## src/rtl/pll_lock_reset_ctrl.sv

```systemverilog
// PLL power-up / lock-qualification sequencer running on the PLL reference clock.
// Define PLL_RELOCK_POWERCYCLE_EN to power-cycle the PLL on every RUN lock loss instead of waiting for relock.
module pll_lock_reset_ctrl #(
    parameter int PD_HOLD_CYCLES      = 64,
    parameter int LOCK_TIMEOUT_CYCLES = 65536,
    parameter int LOCK_STABLE_CYCLES  = 1024,
    parameter int CNT_WIDTH           = 8
) (
    input  logic                 CLK,
    input  logic                 RESET,
    input  logic                 PLL_LOCK,
    input  logic                 RESTART,
    output logic                 PLL_POWERDOWN_N,
    output logic                 FABRIC_RESET,
    output logic                 LOCK_STABLE,
    output logic [CNT_WIDTH-1:0] LOCK_LOSS_CNT,
    output logic [CNT_WIDTH-1:0] RETRY_CNT,
    output logic [1:0]           STATE
);

    localparam int MAX_AB  = (PD_HOLD_CYCLES > LOCK_TIMEOUT_CYCLES) ? PD_HOLD_CYCLES : LOCK_TIMEOUT_CYCLES;
    localparam int MAX_CYC = (MAX_AB > LOCK_STABLE_CYCLES) ? MAX_AB : LOCK_STABLE_CYCLES;
    localparam int CYC_W   = $clog2(MAX_CYC);

    localparam logic [CYC_W-1:0] PD_LAST      = CYC_W'(PD_HOLD_CYCLES - 1);
    localparam logic [CYC_W-1:0] TIMEOUT_LAST = CYC_W'(LOCK_TIMEOUT_CYCLES - 1);
    localparam logic [CYC_W-1:0] STABLE_LAST  = CYC_W'(LOCK_STABLE_CYCLES - 1);

    typedef enum logic [1:0] {
        ST_PD          = 2'd0,
        ST_WAIT_LOCK   = 2'd1,
        ST_STABLE_WAIT = 2'd2,
        ST_RUN         = 2'd3
    } state_t;

`ifdef PLL_RELOCK_POWERCYCLE_EN
    localparam state_t LOSS_NEXT = ST_PD;
`else
    localparam state_t LOSS_NEXT = ST_WAIT_LOCK;
`endif

    state_t               state;
    state_t               state_next;
    logic [CYC_W-1:0]     cyc;
    logic                 lock_meta;
    logic                 lock_s;
    logic                 retry_inc;
    logic                 loss_inc;
    logic                 pd_n;
    logic                 frst;
    logic                 lstable;
    logic [CNT_WIDTH-1:0] loss_cnt;
    logic [CNT_WIDTH-1:0] retry_cnt;

    function automatic logic [CNT_WIDTH-1:0] sat_inc(input logic [CNT_WIDTH-1:0] v);
        return (&v) ? v : v + CNT_WIDTH'(1);
    endfunction

    // Outputs are registered from the next state so they change on the same edge as STATE.
    always_ff @(posedge CLK or posedge RESET) begin
        if (RESET) begin
            state     <= ST_PD;
            cyc       <= '0;
            lock_meta <= 1'b0;
            lock_s    <= 1'b0;
            pd_n      <= 1'b0;
            frst      <= 1'b1;
            lstable   <= 1'b0;
            loss_cnt  <= '0;
            retry_cnt <= '0;
        end else begin
            lock_meta <= PLL_LOCK;
            lock_s    <= lock_meta;
            state     <= state_next;
            if (state_next != state) begin
                cyc <= '0;
            end else if (state != ST_RUN) begin
                cyc <= cyc + CYC_W'(1);
            end
            pd_n    <= (state_next != ST_PD);
            frst    <= (state_next != ST_RUN);
            lstable <= (state_next == ST_RUN);
            if (retry_inc) begin
                retry_cnt <= sat_inc(retry_cnt);
            end
            if (loss_inc) begin
                loss_cnt <= sat_inc(loss_cnt);
            end
        end
    end

    always_comb begin
        state_next = state;
        retry_inc  = 1'b0;
        loss_inc   = 1'b0;
        case (state)
            ST_PD: begin
                if (cyc == PD_LAST) begin
                    state_next = ST_WAIT_LOCK;
                end
            end
            ST_WAIT_LOCK: begin
                if (RESTART) begin
                    state_next = ST_PD;
                end else if (lock_s) begin
                    state_next = ST_STABLE_WAIT;
                end else if (cyc == TIMEOUT_LAST) begin
                    state_next = ST_PD;
                    retry_inc  = 1'b1;
                end
            end
            ST_STABLE_WAIT: begin
                if (RESTART) begin
                    state_next = ST_PD;
                end else if (!lock_s) begin
                    state_next = ST_WAIT_LOCK;
                end else if (cyc == STABLE_LAST) begin
                    state_next = ST_RUN;
                end
            end
            ST_RUN: begin
                // A lock loss is counted even when a coincident RESTART decides the next state.
                loss_inc = !lock_s;
                if (RESTART) begin
                    state_next = ST_PD;
                end else if (!lock_s) begin
                    state_next = LOSS_NEXT;
                end
            end
            default: begin
                state_next = ST_PD;
            end
        endcase
    end

    assign PLL_POWERDOWN_N = pd_n;
    assign FABRIC_RESET    = frst;
    assign LOCK_STABLE     = lstable;
    assign LOCK_LOSS_CNT   = loss_cnt;
    assign RETRY_CNT       = retry_cnt;
    assign STATE           = state;

endmodule

```

## config.mk

```make
export PLATFORM = sky130hd
export DESIGN_NAME = pll_lock_reset_ctrl
export DESIGN_NICKNAME = d
export VERILOG_FILES = /design/src/rtl/pll_lock_reset_ctrl.sv
export SDC_FILE = /design/constraint.sdc
export NUM_CORES = 1
export LEC_CHECK = 0
export BUFFER_PORTS_ARGS = -buffer_cell sky130_fd_sc_hd__buf_2
export CORE_MARGIN = 2
export CORE_UTILIZATION = 51
export DETAILED_ROUTE_END_ITERATION = 6
export GPL_TIMING_DRIVEN = 1
export HOLD_SLACK_MARGIN = 0.02
export PLACE_DENSITY_LB_ADDON = 0.25
export SYNTH_ARGS = -nofsm -noshare
export SYNTH_HDL_FRONTEND = slang
export SYNTH_SLANG_ARGS = --single-unit
export TNS_END_PERCENT = 30
```

## constraint.sdc

```tcl
create_clock -name CLK -period 2 [get_ports CLK]
set_input_delay 0 -clock CLK [delete_from_list [all_inputs] [get_ports CLK]]
set_output_delay 0 -clock CLK [all_outputs]
set_load 0.03 [all_outputs]
```

Word level (Yosys, flattened, before mapping) --
Index checks and enable logic that the tools add are counted. W data, S select, Z words.
Operators by class: bitwise gates (word level) 2, multiply operators 0, add/sub/neg operators 3, reductions and logical operators 8, equality and inequality tests 10, shift-type cells 0, mux-type cells 17, divide/modulo/power cells 0, $lt $le $gt $ge 0
Operator list (number):
- $mux W16 | 2
- $mux W2 | 9
- $add A16 B1 Y16 const B | 1
- $add A8 B1 Y8 const B | 2
- $eq A16 B10 Y1 const B | 1
- $eq A16 B16 Y1 const B | 1
- $eq A16 B6 Y1 const B | 1
- $reduce_and A8 Y1 | 2
- $pmux W2 S4 | 1
- $eq A2 B2 Y1 const B | 3
- $mux W1 | 5
- $ne A2 B2 Y1 const B | 2
- $reduce_and A2 Y1 | 2
- $reduce_bool A2 Y1 | 2
- $eq A2 B1 Y1 const B | 1
- $logic_not A2 Y1 | 1
- $ne A2 B2 Y1 | 1
- $not A1 Y1 | 2
- $logic_not A1 Y1 | 1
Storage, ports and cells: flip-flop bits (word level) 39, memory bits (read-only) 0, memories kept 0, latch bits 0, output and inout port bits 21, input bits 4, bits in writable memories 0

Longest topological paths before layout --
word-level depth 7, depth in mapped cells 7, depth with buffers taken out 6

Worst setup path after synthesis --
No wires, ideal clock.
path type register to register, from register state[1] (netlist: STATE[1]), to register retry_cnt[5] (netlist: RETRY_CNT[5]), required time 1.866 ns, slack -0.062 ns, path buffers 1, setup time 0.134 ns, stages on the path, launching flop included 7, data arrival time 1.928 ns, cell sequence dfrtp_1 -> buf_6 -> nor4b_1 -> o21ai_0 -> nor4_1 -> nand4_1 -> xnor2_1
Between the ends: longest elaborated chain between the ends 3
Ends and longest elaborated chain:
- start, declared | line 42 | state_t state;
- start signal, assigned | line 74 | state <= state_next;
- $eq A2 B1 Y1 | line 96 | case (state)
- $mux W1 | line 96
- $reduce_and A2 Y1 (no source line)
- end signal, assigned | line 84 | retry_cnt <= sat_inc(retry_cnt);
- end, declared | line 53 | logic [CNT_WIDTH-1:0] retry_cnt;
No other way between the ends. A chain may end at the register's enable or synchronous reset.

Worst setup path in the final report --
from register cyc[13], to register cyc[4]
Between the ends: longest elaborated chain between the ends 7
Ends and longest elaborated chain:
- start, declared | line 44 | logic [CYC_W-1:0] cyc;
- start signal, assigned | line 78 | cyc <= cyc + CYC_W'(1);
- $eq A16 B10 Y1 or $eq A16 B16 Y1 (tied branches) | line 117, 107
- $mux W2, on equally long branches | line 117, 107
- $mux W2, on equally long branches | line 115, 105
- $mux W2, on equally long branches | line 113, 103
- $pmux W2 S4 * | line 96
- $ne A2 B2 Y1 * | line 75 | if (state_next != state) begin
- $mux W16 or $reduce_bool A2 Y1 (tied branches)
Mark *: on every way between the ends. The rest lies on a longest branch, timed or not.

==> impl_metrics.toml <==
[floorplanning]
initial_core_util = 0.5364
die_area_um2 = 4424
row_count = 22
coreArea_um2 = 3716
io_pins = 25
fp.dieH_um = 66.52
fp.dieW_um = 66.52

[cells_and_area]
syn_to_final_growth_pct = 25.11
nets = 250
layout.cells.non_filler = 292
antenna_cells = 0
fillers = 296
multi_input_area_um2 = 1006
ff_latch_area_um2 = 977.2
drive_gt1_frac = 0.3115
fin_area_um2 = 2494

[clocking]
clock_latency_ns = 0.29
cts_tree = "yes"
cts-root-buf = "clkbuf_8"
htree_levels = 2
clock_path_buffers = 2
clk_pin_slew_worst_paths_ns = 0.08
cts_sinks = 39
numCtsBuffers = 5

[sta]
finalMaxSlewViolations = 0
rsz0062_at_grt = "yes"
tightest_slew_ns = 0.4866
hold_viol = 0
fmax_mhz = 499.1
period_minus_slack_ns = 2.003
period_share = 1.002
finalClockSkew_ns = 0.006480
worst_slack_ns = -0.003492
setup_viol = 1
relSlewSlack = 0.6756

[synthesis]
ys.flop_type = "dfrtp_1"
syn-instance-count = 192
yosys_register_bits = 39
synth_seq_area_share = 0.4903
synth_cell_types = 40
yosysWarnings = 0
syn_nets = 199
synth-edff-count = 0
synth.cell_area_um2 = 1993
async_flop_share = 1.000
synth_area_per_cell_um2 = 10.38

[pwr]
finalPower_uw = 1847
irDropWorstVdd_v = 0.0005336
p_leak_uw = 0.001211
cellPowerDensity_nw_per_um2 = 740.5

[route]
drtPass1Iterations = 4
wl_per_cell_um = 14.93
finalWirelength_mm = 4.359
vias = 1689
drtAntennaViolNets = 0
via_per_inst = 5.784
dr.first_iter.drc_count = 97
drc = 0

[placement]
dp_slack_ns = 0.02761
dp_hpwl_mm = 3.080
placed_area_um2 = 2306
numPortBuffers = 24
gp_congestion = 0.8830
dp_cells = 279

[setup_path]
cp.required_ns = 2.17
arrival_ns = 2.18
crit_type = "flip-flop to flip-flop"
crit_fanout = 7
endpoint_kind = "flip-flop"
startpoint_type = "flip-flop"

[worst_hold_path]
worstHoldPathType = "input port to flip-flop"

[global_route]
grt_pass1_wl_mm = 7.203
grt_max_degree = 40
grt_usage = 0.2173
grt_overflow = 0
antenna_found_initial = 0
grt_pass1_vias = 1606

[status]
status = "finished, violations left"
violations = "negative setup slack"

[job]
drv_cap = 0
## cell type report
cell class | count | share of cell area
multi-input cells | 146 | 0.4034
flip-flops and latches | 39 | 0.3919
clock inverters | 3 | 0.006021
repair buffers | 49 | 0.1440
clock buffers | 5 | 0.02760
inverters | 2 | 0.003011
well taps | 48 | 0.02408
## synth_stat cells, types with 3 or more instances
| cell type | number | area [µm²] |
|---|---|---|
| and4_1 | 3 | 26.28 |
| xor2_1 | 16 | 140.1 |
| a21oi_1 | 17 | 85.08 |
| nand3_1 | 12 | 60.06 |
| o21ai_0 | 6 | 30.03 |
| buf_6 | 3 | 33.78 |
| dfrtp_1 | 38 | 950.9 |
| and3_1 | 6 | 37.54 |
| nand2_1 | 22 | 82.58 |
| nand2b_1 | 3 | 18.77 |
| ha_1 | 3 | 37.54 |
| nor2_1 | 8 | 30.03 |
| nor3_1 | 4 | 20.02 |
| nand4_1 | 10 | 62.56 |
| xnor2_1 | 10 | 87.58 |
## per-layer routing
| metal | global-route usage | vias up | routed length, µm |
|---|---|---|---|
| li1 | - | 805 | - |
| met3 | 0.05743 | 6 | 212 |
| met4 | 0.07398 | 0 | 46 |
| met5 | 0 | - | 0 |
| met2 | 0.3588 | 51 | 2090 |
| met1 | 0.2758 | 827 | 2009 |
## sequential cells by signal, indices dropped and copies added, names as in the netlist
| name | flops |
|---|---|
| FABRIC_RESET | 1 |
| LOCK_LOSS_CNT | 8 |
| LOCK_STABLE | 1 |
| PLL_POWERDOWN_N | 1 |
| RETRY_CNT | 8 |
| STATE | 2 |
| cyc | 16 |
| lock_meta | 1 |
| lock_s | 1 |
## per-stage QoR
step                setup TNS (ns)  utilization  hold WS, ns
floorplan                -0.006177            -      0.03143
global placement                 0       0.6205       0.1080
detailed placement               0       0.6205       0.1142
CTS                              0       0.6485      0.03464
global route               -0.7053       0.6710      0.05195
finish                   -0.003492       0.6710      0.05186
## kinds of logic after synthesis
group / after synthesis / share of synthesized area
fa+ha+maj: 3 / 0.01883
xor+xnor: 26 / 0.1142
simple gates: 84 / 0.2354
mux: 1 / 0.005649
buf+inv: 7 / 0.02825
compound gates: 32 / 0.1073
flops: 39 / 0.4903
## worst max-delay path, cell delays in order (launching register included)
cell and delay (ns):
dfrtp_1 0.39, or4_4 0.55, nor4_4 0.23, o21ai_2 0.11, a311oi_4 0.24, buf_4 0.18
buf_12 0.12, a21oi_1 0.06
## cells in the final DEF, fill, tap and decap left out, types with 3 or more instances in the layout
cell type | Yosys | routed
buf_4 | 2 | 19
a21oi_2 | 0 | 5
a21oi_1 | 17 | 12
and4_1 | 3 | 3
clkbuf_8 | 0 | 5
nand2b_1 | 3 | 3
xnor2_1 | 10 | 10
nand4_1 | 10 | 10
nor3_1 | 4 | 4
clkinv_2 | 0 | 3
xor2_1 | 16 | 16
o21ai_0 | 6 | 5
nand2_1 | 22 | 22
buf_2 | 0 | 24
nand3_1 | 12 | 12
nor2_1 | 8 | 8
and3_1 | 6 | 6
dfrtp_1 | 38 | 38
## path summary, 6_finish.rpt
| path | startpoint | end | slack, ns | depth (start not counted) |
|---|---|---|---|---|
| min in group asynchronous | RESET | lock_meta | 0.37 | 4 |
| setup reg to reg | cyc[13] | cyc[4] | -0.003 | 7 |
| hold reg to reg | lock_meta | lock_s | 0.36 | 0 |
| hold / removal | RESTART | STATE[0] | 0.05 | 2 |
| setup / recovery | cyc[13] | cyc[4] | -0.003 | 7 |
| max in group asynchronous | RESET | FABRIC_RESET | 1.27 | 4 |
## repair_timing
action / CTS / global route
setup endpoints to repair: 0 / 20
hold buffers: 2 / 0
buffers inserted: 0 / 2
gates resized for setup: 0 / 11
hold endpoints to repair: 39 / 0
## power breakdown
| part | switching (µW) | total, µW | leakage (µW) | internal (µW) |
|---|---|---|---|---|
| registers | 86.3 | 949 | 0.000525 | 862 |
| clock network | 267 | 506 | 0.0000477 | 238 |
| logic | 204 | 392 | 0.000639 | 188 |
No activity file was read; power rests on OpenSTA's default activity.
